[src/rtl/sd_multi_magnitude.sv]
// Multi-channel sigma-delta power / magnitude estimator: boxcar decimation, per-channel
// power or alpha-max-beta-min magnitude, leaky smoothing, time-multiplexed output.
module sd_multi_magnitude #(
   parameter int unsigned CHANNELS = 2,
   parameter int unsigned DEC_BITS = 6,
   parameter int unsigned WIDTH    = 16,
   parameter int unsigned GAIN     = 8
) (
   input  logic                                               clk,
   input  logic                                               rst,
   input  logic                                               en,
   input  logic                                               mode,
   input  logic [CHANNELS-1:0]                                inSin,
   input  logic [CHANNELS-1:0]                                inCos,
   output logic [WIDTH-1:0]                                   out,
   output logic [((CHANNELS > 1) ? $clog2(CHANNELS) : 1)-1:0] outCh,
   output logic                                               outValid
);

   localparam int unsigned CW  = (CHANNELS > 1) ? $clog2(CHANNELS) : 1;
   localparam int unsigned AW  = DEC_BITS + 2;      // signed window sum
   localparam int unsigned MW  = DEC_BITS + 1;      // |sum|
   localparam int unsigned PW  = 2 * DEC_BITS + 2;  // s^2 + c^2
   localparam int unsigned MDW = DEC_BITS + 2;      // max + min/4 + min/8
   localparam int unsigned FW  = WIDTH + GAIN;
   localparam int unsigned SW  = FW + 1;
   localparam int unsigned PSH = WIDTH - 2 * DEC_BITS - 2;
   localparam int unsigned MSH = WIDTH - DEC_BITS - 1;

   localparam logic signed [AW-1:0] ONE     = AW'(1);
   localparam logic signed [AW-1:0] NEG_ONE = '1;
   localparam logic [CW-1:0]        LAST_CH = CW'(CHANNELS - 1);

   typedef enum logic {StIdle, StProc} state_e;

   // ---------------------------------------------------------------- decimation
   logic [DEC_BITS-1:0]   cnt_q, cnt_d;
   logic signed [AW-1:0]  acc_s_q [CHANNELS];
   logic signed [AW-1:0]  acc_c_q [CHANNELS];
   logic signed [AW-1:0]  acc_s_d [CHANNELS];
   logic signed [AW-1:0]  acc_c_d [CHANNELS];
   logic signed [AW-1:0]  sum_s   [CHANNELS];
   logic signed [AW-1:0]  sum_c   [CHANNELS];
   logic signed [AW-1:0]  snap_s_q [CHANNELS];
   logic signed [AW-1:0]  snap_c_q [CHANNELS];
   logic                  e0;
   logic                  mode_q;
   logic                  mode_chg;

   assign e0       = en && (cnt_q == '1);
   assign mode_chg = e0 && (mode != mode_q);

   // The closing sample goes into the snapshot; accumulators restart from zero.
   always_comb begin
      cnt_d = cnt_q;
      if (en) cnt_d = cnt_q + 1'b1;
      for (int i = 0; i < int'(CHANNELS); i++) begin
         sum_s[i]   = acc_s_q[i] + (inSin[i] ? ONE : NEG_ONE);
         sum_c[i]   = acc_c_q[i] + (inCos[i] ? ONE : NEG_ONE);
         acc_s_d[i] = acc_s_q[i];
         acc_c_d[i] = acc_c_q[i];
         if (en) begin
            acc_s_d[i] = e0 ? '0 : sum_s[i];
            acc_c_d[i] = e0 ? '0 : sum_c[i];
         end
      end
   end

   always_ff @(posedge clk or negedge rst) begin
      if (!rst) begin
         cnt_q  <= '0;
         mode_q <= 1'b0;
         for (int i = 0; i < int'(CHANNELS); i++) begin
            acc_s_q[i]  <= '0;
            acc_c_q[i]  <= '0;
            snap_s_q[i] <= '0;
            snap_c_q[i] <= '0;
         end
      end else begin
         cnt_q <= cnt_d;
         for (int i = 0; i < int'(CHANNELS); i++) begin
            acc_s_q[i] <= acc_s_d[i];
            acc_c_q[i] <= acc_c_d[i];
         end
         if (e0) begin
            mode_q <= mode;
            for (int i = 0; i < int'(CHANNELS); i++) begin
               snap_s_q[i] <= sum_s[i];
               snap_c_q[i] <= sum_c[i];
            end
         end
      end
   end

   // ---------------------------------------------------------------- channel sequencer
   state_e        state_q, state_d;
   logic [CW-1:0] idx_q, idx_d;
   logic          proc;

   always_ff @(posedge clk or negedge rst) begin
      if (!rst) begin
         state_q <= StIdle;
         idx_q   <= '0;
      end else begin
         state_q <= state_d;
         idx_q   <= idx_d;
      end
   end

   // A new window boundary always restarts the sweep, even mid-sweep.
   always_comb begin
      state_d = state_q;
      idx_d   = idx_q;
      if (e0) begin
         state_d = StProc;
         idx_d   = '0;
      end else if (state_q == StProc) begin
         if (idx_q == LAST_CH) begin
            state_d = StIdle;
            idx_d   = '0;
         end else begin
            idx_d = idx_q + 1'b1;
         end
      end
   end

   always_comb begin
      proc = (state_q == StProc);
   end

   // ---------------------------------------------------------------- stage 1
   logic signed [AW-1:0] sel_s, sel_c;
   logic signed [AW-1:0] neg_s, neg_c;
   logic [MW-1:0]        abs_s, abs_c, max_v, min_v;
   logic [PW-1:0]        pa, pb, pwr;
   logic [MDW-1:0]       mag;
   logic [WIDTH-1:0]     x_d;

   logic                 s1_valid_q;
   logic [CW-1:0]        s1_ch_q;
   logic [WIDTH-1:0]     s1_x_q;

   always_comb begin
      sel_s = snap_s_q[idx_q];
      sel_c = snap_c_q[idx_q];
      neg_s = -sel_s;
      neg_c = -sel_c;
      abs_s = MW'(sel_s[AW-1] ? neg_s : sel_s);
      abs_c = MW'(sel_c[AW-1] ? neg_c : sel_c);
      max_v = (abs_s > abs_c) ? abs_s : abs_c;
      min_v = (abs_s > abs_c) ? abs_c : abs_s;
      pa    = PW'(abs_s);
      pb    = PW'(abs_c);
      pwr   = pa * pa + pb * pb;
      mag   = MDW'(max_v) + MDW'(min_v >> 2) + MDW'(min_v >> 3);
      x_d   = mode_q ? (WIDTH'(mag) << MSH) : (WIDTH'(pwr) << PSH);
   end

   always_ff @(posedge clk or negedge rst) begin
      if (!rst) begin
         s1_valid_q <= 1'b0;
         s1_ch_q    <= '0;
         s1_x_q     <= '0;
      end else begin
         s1_valid_q <= proc;
         if (proc) begin
            s1_ch_q <= idx_q;
            s1_x_q  <= x_d;
         end
      end
   end

   // ---------------------------------------------------------------- stage 2
   logic [FW-1:0]    filt_q [CHANNELS];
   logic [FW-1:0]    filt_cur;
   logic [SW-1:0]    filt_sum;
   logic [FW-1:0]    filt_nxt;
   logic [WIDTH-1:0] filt_out;

   logic [WIDTH-1:0] out_q;
   logic [CW-1:0]    out_ch_q;
   logic             out_valid_q;

   always_comb begin
      filt_cur = filt_q[s1_ch_q];
      filt_sum = SW'(filt_cur) + SW'(s1_x_q) - SW'(filt_cur >> GAIN);
      filt_nxt = FW'(filt_sum);
      filt_out = WIDTH'(filt_nxt >> GAIN);
   end

   // A mode switch wipes the filter history so old-scale state never blends in.
   always_ff @(posedge clk or negedge rst) begin
      if (!rst) begin
         for (int i = 0; i < int'(CHANNELS); i++) filt_q[i] <= '0;
      end else if (mode_chg) begin
         for (int i = 0; i < int'(CHANNELS); i++) filt_q[i] <= '0;
      end else if (s1_valid_q) begin
         filt_q[s1_ch_q] <= filt_nxt;
      end
   end

   always_ff @(posedge clk or negedge rst) begin
      if (!rst) begin
         out_q       <= '0;
         out_ch_q    <= '0;
         out_valid_q <= 1'b0;
      end else begin
         out_valid_q <= s1_valid_q;
         if (s1_valid_q) begin
            out_q    <= filt_out;
            out_ch_q <= s1_ch_q;
         end
      end
   end

   assign out      = out_q;
   assign outCh    = out_ch_q;
   assign outValid = out_valid_q;

endmodule

[config.mk]
export PLATFORM = sky130hd
export DESIGN_NAME = sd_multi_magnitude
export DESIGN_NICKNAME = d
export VERILOG_FILES = /design/src/rtl/sd_multi_magnitude.sv
export SDC_FILE = /design/constraint.sdc
export NUM_CORES = 1
export LEC_CHECK = 0
export ABC_CLOCK_PERIOD_IN_PS = 7500
export CAP_MARGIN = 40
export CORE_MARGIN = 5
export CORE_UTILIZATION = 38
export DETAILED_ROUTE_END_ITERATION = 10
export DONT_BUFFER_PORTS = 1
export SYNTH_ARGS = -nofsm -noshare
export SYNTH_HDL_FRONTEND = slang
export SYNTH_SLANG_ARGS = --single-unit
[constraint.sdc]
create_clock -name clk -period 7.5 [get_ports clk]
set_input_delay 1.5 -clock clk [delete_from_list [all_inputs] [get_ports clk]]
set_output_delay 1.5 -clock clk [all_outputs]
set_load 0.05 [all_outputs]
Yosys cells after proc, flatten, opt, wreduce, memory -nomap -nowiden. Cells that the tools add are included.

ROM bits: 0. Bits in latches: 0. Input bits: 8. RAM bits: 0. Memories: 0. Bits in registers: 157.

Reduce and logical (&&, ||, !) cells: 5. Add/sub/neg operators: 13. Multiplexer cells: 33. Multipliers: 2. Divide/modulo/power cells: 0. Eq/ne operators: 2. Shift operators: 0. Order comparisons: 4. Bitwise logic cells: 2.

Operators by type and width (count): $mux 8 (14); $mux 24 (4); $mux 48 (2); $bwmux 48 (1); $add 8x8->8 (4); $mul 7x7->14 (2); $mux 7 (4); $add 24x16->24 (1); $demux 24 s1 (1); $sub 24x16->24 (1); $mux 16 (1); $add 14x14->14 (1); $neg 7->7 (2); $add 7x4->7 (1); $add 7x5->7 (1); $gt 7x7->1 (1); $add 6x1->6 const B (1); $eq 6x6->1 const B (1); $mux 1 (6); $ge 2x2->1 const B (2); $not 1->2 (2); $reduce_bool 2->1 (2); $logic_and 1x1->1 (3); $lt 2x1->1 const B (1); 2 further kinds (2).

Depth between registers and ports, before layout.
Depth in word-level cells: 11. Depth in mapped cells: 31. Mapped depth without buffers: 28.

Worst setup path after synthesis. Ideal clock, no wire load.

Kind: register -> register. Start point: reg idx_q. End point: reg s1_x_q[13]. Data arrival time: 6924 ps. Path slack: 445 ps. Cell stages (with the launch flop): 31. Cells stage by stage: dfrtp_1 buf_6 buf_2 buf_4 mux2i_1 ha_1 nor2_1 xnor2_1 clkinv_1 nor2_1 ha_1 xnor2_1 fa_1 inv_1 fa_1 inv_1 fa_1 inv_1 fa_1 inv_1 fa_1 inv_1 ha_1 o21a_1 o21ai_0 a21oi_1 a31oi_1 nor2b_1 xnor2_1 o211ai_1 o21ai_0.

Cells in the longest elaborated chain, start to end: 11. Elaborated cells between the ends (all ways): 20. Classes of those cells: add/sub (5); mul (2); order compare (1); mux (11); bitwise (1).

RTL lines: from (decl) (line 97) `logic [CW-1:0] idx_q, idx_d;`; from (signal assigned) (line 106) `idx_q <= idx_d;`; $not 1->2 (not written as such) * (line 144, 145); parallel branches: the longest is 9 deep, another holds $mul 7x7->14; $mux 16 * (line 156) `x_d = mode_q ? (WIDTH'(mag) << MSH) : (WIDTH'(pwr) << PSH);`; to (signal assigned) (line 163) `s1_x_q <= '0;`; to (signal assigned) (line 168) `s1_x_q <= x_d;`; to (decl) (line 141) `logic [WIDTH-1:0] s1_x_q;`.

Every way passes the cells marked *. The select of a mux whose other input is x is not followed. A chain may end at the register's enable or synchronous reset.

Final worst setup path.
Start point: reg idx_q. End point: reg s1_x_q[14].

Same word-level chain as after synthesis.

==> flow_summary.yaml <==
logic_synthesis:
  synthesis.area_mm2: 0.0122
  synth_fa_ha_area_share_pct: 23.1
  seq_area_frac_synth_pct: 31.8
  synth-seq-cells: 155
  synth-xor-area-share_pct: 5.72
  synth_top_family_by_area: "adder cells"
  synth_mux_area_share_pct: 5.35
  avgSynthCellArea_um2: 9.32
  synth-async-reset-ratio_pct: 100
  synth_simple_gate_area_share_pct: 11.5
  synth_top_area_share_pct: 31.8
  postSynthCellCount: 1311
  synth_flop_cell: "dfrtp_1"
  synth_cell_types: 69
  synth-compound-area-share_pct: 15.5
  synth_area_leaders: "dfrtp_1 (32%), fa_1 (12%), ha_1 (11%), inv_1 (5.3%), nand2_1 (4.0%)"
  synth_enable_flop_cells: 0
  yosys_warnings: 0
  syn-num-nets: 1501
  yosysTopAreaCell: "dfrtp_1"
place:
  routabilityCongestion: 0.848
  io_buffer_count: 0
  hpwl_um: 20600
  dp_slack_ns: 0.587
sta:
  final_max_slew_viol_count: 0
  finalSetupViolCount: 0
  max_slew.worst_pin.slew_ns: 0.820
  setup_tns_ns: 0
  timing.hold.ws_ns: 0.494
  fin_worst_skew_ns: 0.0111
  fmaxAchievable_mhz: 145
  hold_violations: 0
  fin_crit_ns: 6.91
  fin_crit_sh_pct: 92.1
  postLayoutSetupSlackWorst_ns: 0.589
  slew_headroom_pct: 45.4
  rsz0062_at_grt: "false"
critical_path:
  timing_worst_setup_path_type: "reg -> reg"
  critPathSlowestCell: "fa_1"
  setup.worst_path.start: "idx_q"
  reg2reg_to: "s1_x_q[14]"
  start_kind: "flip-flop"
  cp-endpoint: "s1_x_q[14]"
  slowest_delay_ns: 0.56
  r2r_start: "idx_q"
  cp.arrival_ns: 7.26
  critPathRequiredTime_ns: 7.84
  ff2ff_setup_slack_ns: 0.59
  crit_fanout: 5
  cp-end-kind: "flip-flop"
  cp_common_cell: "fa_1"
  r2r_cells: 25
drt:
  vias: 8859
  first_pass_iters: 5
  wl_met3_um: 745
  ant_nets: 0
  drtIter0Drc: 546
  drt-met1-wl_um: 12800
  highest_layer: "met4"
  route.detailed.drc: 0
  drt_wl_total_um: 26900
  via_per_inst: 5.15
  wl_met2_um: 13000
  drt-wirelength-per-cell_um: 15.7
die:
  die_h_um: 189
  initial_core_util_pct: 38.6
  core-area_mm2: 0.0316
  pin_count: 26
  dieArea_mm2: 0.0358
  rows: 65
  fp.dieW_um: 189
layout:
  area_delta_synth_final_pct: 9.10
  mostFrequentLayoutCell: "inv_1"
  drive_gt1_share_pct: 7.06
  layout_common_cells: "inv_1 (174), dfrtp_1 (155), nand2_1 (131), ha_1 (110), a21oi_1 (94)"
  antenna_cells: 0
  fillCellCount: 3085
  final_nets: 1494
global_route:
  antenna_found_initial: 0
  first_global_vias: 9220
  grt_pass1_wl_um: 46500
  grt_max_degree: 156
  grt_use_total_pct: 15.8
  grt.overflow.total: 0
flow_run:
  cap_viol_max_count: 0
clock_tree:
  insertion_delay_ns: 0.44
  cts_resized: 0
  cts.path.max_buffers: 2
  clk_pin_slew_ns: 0.07
  numCtsBuffers: 17
  cts_sinks: 155
  cts_tree: "yes"
  holdBufCountCts: 0
  htreeDepth: 4
  clock-root-buffer: "clkbuf_16"
  cts_setup_buffers: 0
power_and_ir_drop:
  p_leak_nw: 6.60
  power_density_mw_per_mm2: 402
  ir_drop_mv: 0.233
run_status:
  status: "completed"
min_path:
  hp-class: "reg -> reg"
  hold_start: "snap_c_q[5]"
## synth_stat cells, types with 4 or more instances
cell type and instances:
inv_1 174, dfrtp_1 155, nand2_1 131, ha_1 110, a21oi_1 94, nor2_1 90
fa_1 72, o21ai_0 67, xnor2_1 50, clkbuf_1 44, mux2i_1 42, a21o_1 28
xor2_1 26, o2bb2ai_1 23, a211oi_1 20, o21bai_1 18, mux2_2 17, nor3_1 13
nor2b_1 12, or3_1 9, nand2b_1 8, nand3_1 8, o21a_1 8, nor4_1 7
a31oi_1 6, and2_1 6, and3_1 5, a31o_2 4, nand3b_1 4, nor3b_1 4
o211ai_1 4
## cell type report
class                      count  area (um^2)  share of cell area, %
clock buffer                  18          439                   3.30
clock inverter                14          145                   1.09
inverter                     176          661                   4.96
multi-input combinational    930         7480                   56.1
sequential                   155         3880                   29.1
tap                          402          503                   3.78
timing repair buffer          24          220                   1.65
## how the worst min path moves through the flow
stage	to	slack, ns	depth (start not counted)
4_1_cts	snap_s_q[6]	0.49	2
6_report	snap_c_q[5]	0.49	2
2_1_floorplan	s1_valid_q	0.35	0
5_1_grt	acc_s_q[5]	0.51	1
3_5_place_dp	snap_s_q[6]	0.47	2
3_3_place_gp	snap_c_q[5]	0.47	2
## worst max-delay path: cells and delay by family, from the launching register on
kind                     cells  cell delay [ns]
flip-flops                   1             0.45
AND/OR/NAND/NOR              3             0.50
adder cells (fa/ha/maj)      8             3.57
multiplexers                 2             0.70
buffers and inverters        4             0.33
XOR/XNOR                     1             0.16
AO/OA/AOI/OAI                7             1.11
## state kept, by name, summed over array words and instances (netlist names)
name	count
outCh	1
cnt_q	6
idx_q	1
s1_valid_q	1
snap_s_q	16
acc_c_q	16
s1_x_q	14
outValid	1
s1_ch_q	1
acc_s_q	16
snap_c_q	16
proc	1
out	16
filt_q	48
mode_q	1
## layer usage
layer,track usage [%],vias up
li1,-,4399
met1,21.6,4332
met2,26.7,105
met3,2.18,23
met4,4.28,0
met5,0,-
## power by group
part           leakage [nW]  switching (mW)  internal (mW)
clock                 0.282           0.399          0.453
combinational          4.44            1.86           1.30
sequential             1.88           0.267           1.08
total                  6.60            2.53           2.83
## through the flow
stage	instance area, um^2	instances	utilization [%]	power [mW]
after floorplan	12200	1311	-	3.75
after global placement	12700	1685	40.1	4.45
after detailed placement	12700	1687	40.3	4.51
after CTS	13300	1719	42.1	5.39
after global routing	13300	1719	42.1	5.89
final	13300	1719	42.1	5.36
## logic make-up (layout without fill, tap and decap cells)
group / Yosys count / count (layout)
flops: 155 / 155
simple gates: 311 / 311
mux: 62 / 62
fa+ha+maj: 182 / 182
buf+inv: 226 / 232
xor+xnor: 78 / 78
compound gates: 297 / 297
Note: power is estimated with default switching activity, not from simulation.
